### config.mk
export PLATFORM = sky130hd
export DESIGN_NAME = mulu_ddr_out_stager
export DESIGN_NICKNAME = d
export VERILOG_FILES = /design/src/rtl/mulu_ddr_out_stager.sv
export SDC_FILE = /design/constraint.sdc
export NUM_CORES = 1
export LEC_CHECK = 0
export CELL_PAD_IN_SITES_DETAIL_PLACEMENT = 1
export CELL_PAD_IN_SITES_GLOBAL_PLACEMENT = 2
export CORE_UTILIZATION = 34
export DETAILED_ROUTE_END_ITERATION = 8
export PLACE_DENSITY = 0.84
export SETUP_SLACK_MARGIN = 0.5
export SLEW_MARGIN = 40
export SYNTH_ARGS = -nofsm -noshare
export SYNTH_HDL_FRONTEND = slang
export SYNTH_SLANG_ARGS = --single-unit
### constraint.sdc
create_clock -name clk -period 2.94 [get_ports clk]
set_input_delay 0.294 -clock clk [delete_from_list [all_inputs] [get_ports clk]]
set_output_delay 0.294 -clock clk [all_outputs]
set_load 0.05 [all_outputs]
### src/rtl/mulu_ddr_out_stager.sv
// mulu_ddr_out_stager
//   Upstream feeder for the clock-edge output mux of the mulu_m7q7 multiplier.
//   Full-width products arrive over a valid/ready handshake, wait in a
//   2-entry FIFO and are then presented as two registered halves: `pos`
//   (upper half, driven by the mux while clk is high) and `neg` (lower half,
//   driven while clk is low). Each product is held for HOLD_CYCLES cycles so
//   slow external samplers see both halves.
//
//   Optional feature, macro MULU_DDR_OUT_IDLE_PATTERN_EN:
//     when defined, `pos`/`neg` show an alternating liveness pattern
//     (MSB=1 on `pos`, complement on `neg`) during reset and whenever the
//     stager drops back to IDLE. When undefined, IDLE keeps the last
//     product and the reset value is 0.

module mulu_ddr_out_stager #(
    parameter int WIDTH       = 7,
    parameter int HOLD_CYCLES = 1
) (
    input  logic               clk,
    input  logic               rst,
    input  logic               in_valid,
    output logic               in_ready,
    input  logic [2*WIDTH-1:0] in_data,
    output logic [WIDTH-1:0]   pos,
    output logic [WIDTH-1:0]   neg,
    output logic               out_valid
);

    localparam int PW = 2 * WIDTH;
    localparam int HW = $clog2(HOLD_CYCLES + 1);

    // Value loaded into the hold counter when a product is presented; the
    // product then stays on the pins for HOLD_CYCLES cycles in total.
    localparam logic [HW-1:0] HOLD_RELOAD = HW'(HOLD_CYCLES - 1);

`ifdef MULU_DDR_OUT_IDLE_PATTERN_EN
    // Alternating bits with the MSB set, e.g. 7'b1010101 for WIDTH=7.
    function automatic logic [WIDTH-1:0] alt_pattern();
        logic [WIDTH-1:0] p;
        p = '0;
        for (int i = 0; i < WIDTH; i++) begin
            p[i] = (((WIDTH - 1 - i) % 2) == 0);
        end
        return p;
    endfunction

    localparam logic [WIDTH-1:0] IDLE_POS = alt_pattern();
    localparam logic [WIDTH-1:0] IDLE_NEG = ~alt_pattern();
`else
    localparam logic [WIDTH-1:0] IDLE_POS = '0;
    localparam logic [WIDTH-1:0] IDLE_NEG = '0;
`endif

    typedef enum logic {
        IDLE = 1'b0,
        SHOW = 1'b1
    } state_t;

    // ------------------------------------------------------------------
    // 2-entry FIFO
    // ------------------------------------------------------------------
    logic [PW-1:0] mem [2];
    logic          wr_ptr;
    logic          rd_ptr;
    logic [1:0]    count;
    logic          full;
    logic          empty;
    logic          push;
    logic          pop;
    logic [PW-1:0] head;

    assign full  = (count == 2'd2);
    assign empty = (count == 2'd0);

    // Ready comes from the registered count only, so it never depends on
    // in_valid; reset forces it low so nothing is accepted while clearing.
    assign in_ready = !full && !rst;
    assign push     = in_valid && in_ready;
    assign head     = mem[rd_ptr];

    // FIFO occupancy and pointers; reset discards everything queued.
    // NOTE: sequential state uses non-blocking assignments so every register
    // samples the pre-edge values of its neighbours, independent of the
    // order the statements appear in.
    always_ff @(posedge clk) begin
        if (rst) begin
            wr_ptr <= 1'b0;
            rd_ptr <= 1'b0;
            count  <= 2'd0;
        end else begin
            if (push) begin
                wr_ptr <= ~wr_ptr;
            end
            if (pop) begin
                rd_ptr <= ~rd_ptr;
            end
            unique case ({push, pop})
                2'b10:   count <= count + 2'd1;
                2'b01:   count <= count - 2'd1;
                default: count <= count;
            endcase
        end
    end

    // FIFO storage, written only on an accepted transfer.
    // NOTE: the data array has no reset; the count and pointers already mark
    // every entry invalid, so clearing storage would only add reset fan-out.
    always_ff @(posedge clk) begin
        if (push) begin
            mem[wr_ptr] <= in_data;
        end
    end

    // ------------------------------------------------------------------
    // Presentation FSM
    // ------------------------------------------------------------------
    state_t        state_q;
    state_t        state_d;
    logic [HW-1:0] hold_q;
    logic [HW-1:0] hold_d;
    logic          load;

    // Next-state logic: decide when to pop the FIFO and start a new product.
    // NOTE: every signal written here gets a default first, so no path can
    // leave one unassigned and infer a latch.
    always_comb begin
        state_d = state_q;
        hold_d  = hold_q;
        pop     = 1'b0;
        load    = 1'b0;

        unique case (state_q)
            IDLE: begin
                if (!empty) begin
                    pop     = 1'b1;
                    load    = 1'b1;
                    state_d = SHOW;
                end
            end
            SHOW: begin
                if (hold_q != '0) begin
                    hold_d = hold_q - HW'(1);
                end else if (!empty) begin
                    // Back-to-back: next product follows with no idle gap.
                    pop  = 1'b1;
                    load = 1'b1;
                end else begin
                    state_d = IDLE;
                end
            end
            default: begin
                state_d = IDLE;
            end
        endcase

        if (load) begin
            hold_d = HOLD_RELOAD;
        end
    end

    // State and hold counter registers.
    always_ff @(posedge clk) begin
        if (rst) begin
            state_q <= IDLE;
            hold_q  <= '0;
        end else begin
            state_q <= state_d;
            hold_q  <= hold_d;
        end
    end

    // Output halves: registered so they only change on posedge and stay
    // stable for the whole cycle seen by the downstream edge mux.
    always_ff @(posedge clk) begin
        if (rst) begin
            pos <= IDLE_POS;
            neg <= IDLE_NEG;
        end else if (load) begin
            pos <= head[PW-1:WIDTH];
            neg <= head[WIDTH-1:0];
        end
`ifdef MULU_DDR_OUT_IDLE_PATTERN_EN
        else if (state_q == SHOW && state_d == IDLE) begin
            // Dropping back to IDLE: switch the pins to the liveness pattern.
            pos <= IDLE_POS;
            neg <= IDLE_NEG;
        end
`endif
    end

    assign out_valid = (state_q == SHOW);

endmodule

==> impl_metrics.yaml, run 1 <==
run_status:
  outcome: "finished with violations"
  violations: "design-rule violations"
placed_design:
  dp_hpwl_um: 2070
  gp_congestion: 0.684
  dp.cells: 197
  io_buffers: 32
cts:
  cts-buffers-inserted: 5
  cts_hold_buf: 0
  clock_sinks: 47
  path_clk_slew_ns: 0.09
  clock_tree.htree_level_count: 2
  clk_latency_ns: 0.30
  cts_tree: "done"
  post_cts_buffers: 0
  cts-root-buf: "clkbuf_8"
  ctsResizeCount: 0
  cts_buffer_depth: 2
cells_and_area:
  layout-drive-gt1-share: 0.0850
  fin_util: 0.478
  diodes: 0
  instances_no_fill: 205
  nets: 170
  fillers: 448
  syn_to_final_growth_pct: 31.0
global_routing:
  grt_pass1_vias: 992
  track_usage: 0.136
  gr-total-overflow: 0
  grt_pass1_wl_um: 4970
  grt_antenna_before_repair: 0
  grt_max_degree: 17
logic_synthesis:
  synthMuxAreaShare: 0.0858
  synthAdderAreaFrac: 0.00766
  synth.cell_area_um2: 1630
  synth_compound_area_frac: 0.0567
  synth_top_family_by_area: "multiplexers"
  synthSimpleGateAreaFrac: 0.0658
  ys_seq_elements: 47
  syn_avg_cell_area_um2: 14.1
  syn-num-nets: 134
  ys_seq_area_frac: 0.747
  yosys_warnings: 0
  synth_cells: 116
  yosys.area_share.xor_xnor: 0.0161
  synth_cell_types: 21
detailed_routing:
  vias: 990
  drc_errors: 3
  viasPerCell: 4.83
  wire_per_inst_um: 15.1
  drt_pass1_iterations: 6
  antenna_left: 0
  drt_iter0_drc: 37
  drt-total-wl_um: 3090
worst_setup_path:
  crit_path_end: "in_ready"
  cp-start-kind: "register"
  setup.worst_path.class: "reg -> out"
  required_ns: 2.65
  critPathLaunch: "count[0]$_SDFFE_PP0P_"
  worstReg2RegStart: "count[0]$_SDFFE_PP0P_"
  reg2reg_to: "count[1]$_SDFFE_PP0P_"
  worstPathArrival_ns: 1.97
  critPathCaptureType: "output port"
  reg2reg_slack_ns: 1.05
  cp_max_fo: 6
  ff2ff_path_depth: 6
timing:
  slew_violations: 0
  hold_violations: 0
  fin_skew_ns: 0.00718
  fin_crit_ns: 2.27
  rsz0062_at_grt: "false"
  fin_crit_sh: 0.771
  max_freq_mhz: 441
  tightest_slew_ns: 0.687
  slew_headroom: 0.542
  setup_tns_ns: 0
  setup_viol: 0
power:
  ir_drop_v: 0.000319
  p_leak_uw: 0.000747
  power_uw: 2040
  p_per_area_nw_per_um2: 952
min_path:
  hold_path_class: "reg -> reg"
floorplanning:
  initial_utilization: 0.365
  die_w_um: 71.3
  rows: 24
  die_h_um: 71.3
  ios: 33
  coreArea_um2: 4470
  die_area_um2: 5090
flow_run:
  cap_viol_max_count: 0
synthesized netlist by cell type:
master    instances  area (µm²)
ha_1              1        12.5
nand2_1          15        56.3
nor2b_1           1        6.26
clkbuf_1          1        3.75
inv_1             4        15.0
nor2_1            4        15.0
edfxtp_1         28         841
nor4_1            1        6.26
and3_1            1        6.26
buf_2             3        15.0
mux2i_1          14         140
xor2_1            2        17.5
a21oi_1           1        5.00
or3_1             1        6.26
o21ai_0          15        75.1
o21ai_1           1        5.00
dfxtp_1          19         380
o211ai_1          1        7.51
nor3_1            1        5.00
nand2b_1          1        6.26
xnor2_1           1        8.76
per-stage QoR:
stage                     setup WS [ns]  hold WS [ns]  instance area, µm²
after floorplan                   0.589         0.363                1630
after global placement            0.794         0.436                2020
after detailed placement          0.715         0.447                2030
after CTS                         0.670         0.470                2140
after global routing              0.554         0.510                2140
final                             0.672         0.459                2140
layout make-up:
class	count	area, µm²	share of cell area
Sequential cell	47	1220	0.571
Multi-Input combinational cell	61	400	0.187
Timing Repair Buffer	33	328	0.153
Clock buffer	6	93.8	0.0438
Tap cell	52	65.1	0.0304
Clock inverter	2	16.3	0.00760
Inverter	4	15.0	0.00701
per-layer routing:
| layer | part of all wire | global-route usage | wire length [µm] | vias to the layer above |
|---|---|---|---|---|
| met5 | 0 | 0 | 0 | - |
| met4 | 0.026 | 0.0800 | 80 | 0 |
| met3 | 0.037 | 0.0450 | 113 | 6 |
| met2 | 0.52 | 0.230 | 1610 | 21 |
| met1 | 0.42 | 0.150 | 1290 | 484 |
| li1 | - | - | - | 479 |
how the worst min path moves through the flow:
stage	depth (start not counted)	startpoint	slack (ns)	end
floorplan	1	rst	0.36	count[1]$_SDFFE_PP0P_
global placement	2	pos[2]$_SDFFE_PP0P_	0.44	pos[2]$_SDFFE_PP0P_
detailed placement	2	neg[5]$_SDFFE_PP0P_	0.45	neg[5]$_SDFFE_PP0P_
CTS	2	neg[5]$_SDFFE_PP0P_	0.47	neg[5]$_SDFFE_PP0P_
global route	2	pos[3]$_SDFFE_PP0P_	0.51	pos[3]$_SDFFE_PP0P_
finish	2	neg[5]$_SDFFE_PP0P_	0.46	neg[5]$_SDFFE_PP0P_
power by group:
| group | switching [µW] | internal (µW) | total [µW] |
|---|---|---|---|
| clock network | 224 | 222 | 446 |
| registers | 110 | 816 | 925 |
| logic | 418 | 249 | 667 |
| total | 752 | 1290 | 2040 |
sequential cells by signal, summed over array words and instances (netlist names):
register   cells
count          2
neg            7
out_valid      1
rd_ptr         1
pos            7
wr_ptr         1
mem           28
cell families after synthesis:
kind of cell / after synthesis
AO/OA/AOI/OAI: 18
XOR/XNOR: 3
adder cells (fa/ha/maj): 1
buffers and inverters: 8
flip-flops: 47
multiplexers: 14
AND/OR/NAND/NOR: 25
layout by cell type (no fill, tap or decap), drive strengths merged:
master and count:
nor4 1, nor2 4, a21oi 1, nor2b 1
clkbuf 6, xnor2 1, mux2i 14, nand2 15
ha 1, nor3 1, inv 5, dfxtp 19
edfxtp 28, buf 1, o21ai 16, clkdlybuf4s50 32
nand2b 1, xor2 2, and3 1, clkinvlp 1
o211ai 1, or3 1
critical path, stage by stage (launching register included):
cell	delay, ns
dfxtp_1	0.53
nor2b_1	0.15
nor2_1	0.17
clkdlybuf4s50_1	0.83
(Power assumes the default switching activity.)
==> run 2, diff against run 1 <==
==> constraint.sdc (replaced) <==
create_clock -name clk -period 2.3 [get_ports clk]
set_input_delay 0.23 -clock clk [delete_from_list [all_inputs] [get_ports clk]]
set_output_delay 0.23 -clock clk [all_outputs]
set_load 0.05 [all_outputs]
==> impl_metrics.yaml, run 2 (synthesis gave the netlist of run 1 again) <==
run_status:
  outcome: "finished with violations"
  violations: "design-rule violations"
timing:
  rsz0062_at_grt: "false"
  max_freq_mhz: 592
  slew_headroom: 0.626
  slew_violations: 0
  setup_tns_ns: 0
  hold_violations: 0
  fin_crit_ns: 1.69
  tightest_slew_ns: 0.560
  fin_crit_sh: 0.735
  setup_viol: 0
  fin_skew_ns: 0.00619
worst_setup_path:
  slowest_stage: "clkdlybuf4s50_1"
  required_ns: 2.07
  setup.worst_path.class: "reg -> out"
  worstPathArrival_ns: 1.46
  slowest_delay_ns: 0.81
  crit_family: "buffers and inverters"
  cp_max_fo: 2
  path_cells: "clkdlybuf4s50_1"
  crit_buf_inv: 1
  critPathCaptureType: "output port"
  cp-start-kind: "register"
flow_run:
  cap_viol_max_count: 0
cts:
  clock_sinks: 47
  cts-root-buf: "clkbuf_8"
  clk_latency_ns: 0.29
  path_clk_slew_ns: 0.08
  cts_buffer_depth: 2
  cts-buffers-inserted: 5
  cts_tree: "done"
  clock_tree.htree_level_count: 2
  cts_hold_buf: 0
global_routing:
  track_usage: 0.131
  grt_antenna_before_repair: 0
  grt_max_degree: 16
  grt_pass1_wl_um: 4980
  grt_pass1_vias: 1081
  gr-total-overflow: 0
cells_and_area:
  largest-register: "mem"
  layout-drive-gt1-share: 0.128
  reg.largest.list: "mem x28, neg x7, pos x7"
  fillers: 442
  regArea_um2: 1220
  multiInputGateArea_um2: 424
  final_cell_mix: "clkdlybuf4s50_1 (30), edfxtp_1 (28), dfxtp_1 (17), nand2_1 (15), o21ai_0 (15)"
  largest_register_ffs: 28
  diodes: 0
  syn_to_final_growth_pct: 33.5
  fin_util: 0.488
  nets: 173
  final_common_cell: "clkdlybuf4s50_1"
  instances_no_fill: 208
detailed_routing:
  drt_pass1_iterations: 6
  drt-total-wl_um: 3020
  wire_per_inst_um: 14.5
  drc_errors: 2
  antenna_left: 0
  vias: 992
  viasPerCell: 4.77
  drt_iter0_drc: 33
floorplanning:
  initial_utilization: 0.365
  coreArea_um2: 4470
  rows: 24
  die_h_um: 71.3
  die_area_um2: 5090
  ios: 33
  die_w_um: 71.3
min_path:
  hold_path_class: "in -> reg"
placed_design:
  dp.cells: 200
  gp_congestion: 0.702
  dp_hpwl_um: 2260
  io_buffers: 32
power:
  p_per_area_nw_per_um2: 1190
  p_leak_uw: 0.000774
  power_uw: 2590
  ir_drop_v: 0.000428
run 2: changes by cell type in the layout (fill, tap and decap cells not counted), sizes merged:
cell,change
inv,-1
dlymetal6s2s,+1
clkdlybuf4s50,-2
buf,+4
clkbuf,+1
run 2: worst paths after layout:
path	slack, ns	depth (start not counted)	from	to
max reg2reg	0.66	6	count[0]$_SDFFE_PP0P_	count[1]$_SDFFE_PP0P_
min reg2reg	0.46	2	pos[1]$_SDFFE_PP0P_	pos[1]$_SDFFE_PP0P_
max	0.61	1	neg[3]$_SDFFE_PP0P_	neg[3]
min	0.36	2	rst	rd_ptr$_SDFFE_PP0P_
run 2: final cells by class:
| class | instances | area share |
|---|---|---|
| clock inverters | 1 | 0.00344 |
| well taps | 52 | 0.0298 |
| multi-input cells | 61 | 0.194 |
| inverters | 4 | 0.00688 |
| flip-flops and latches | 47 | 0.561 |
| clock buffers | 7 | 0.0442 |
| repair buffers | 36 | 0.161 |
run 2: timing repair:
action	in CTS	in global routing
setup buffers	0	0
gates resized for setup	2	3
hold endpoints to repair	0	0
endpoints found under the setup margin	1	1
run 2: through the flow:
step	instance area, µm²	hold WS [ns]	setup slack, ns
after CTS	2180	0.466	0.507
after global placement	2060	0.437	0.375
after floorplan	1650	0.299	0.524
final	2180	0.362	0.610
after global routing	2180	0.378	0.553
after detailed placement	2070	0.446	0.251
run 2: power by group:
part	switching, µW	leakage (µW)	internal [µW]
registers	119	0.000414	1040
logic	553	0.000310	338
clock network	266	0.0000505	273
total	938	0.000774	1660
run 2: per-layer routing:
metal	share of wire	vias up	global-route usage
met1	0.40	478	0.138
met5	0	-	0
li1	-	486	-
met2	0.55	21	0.246
met3	0.030	7	0.0338
met4	0.020	0	0.0600
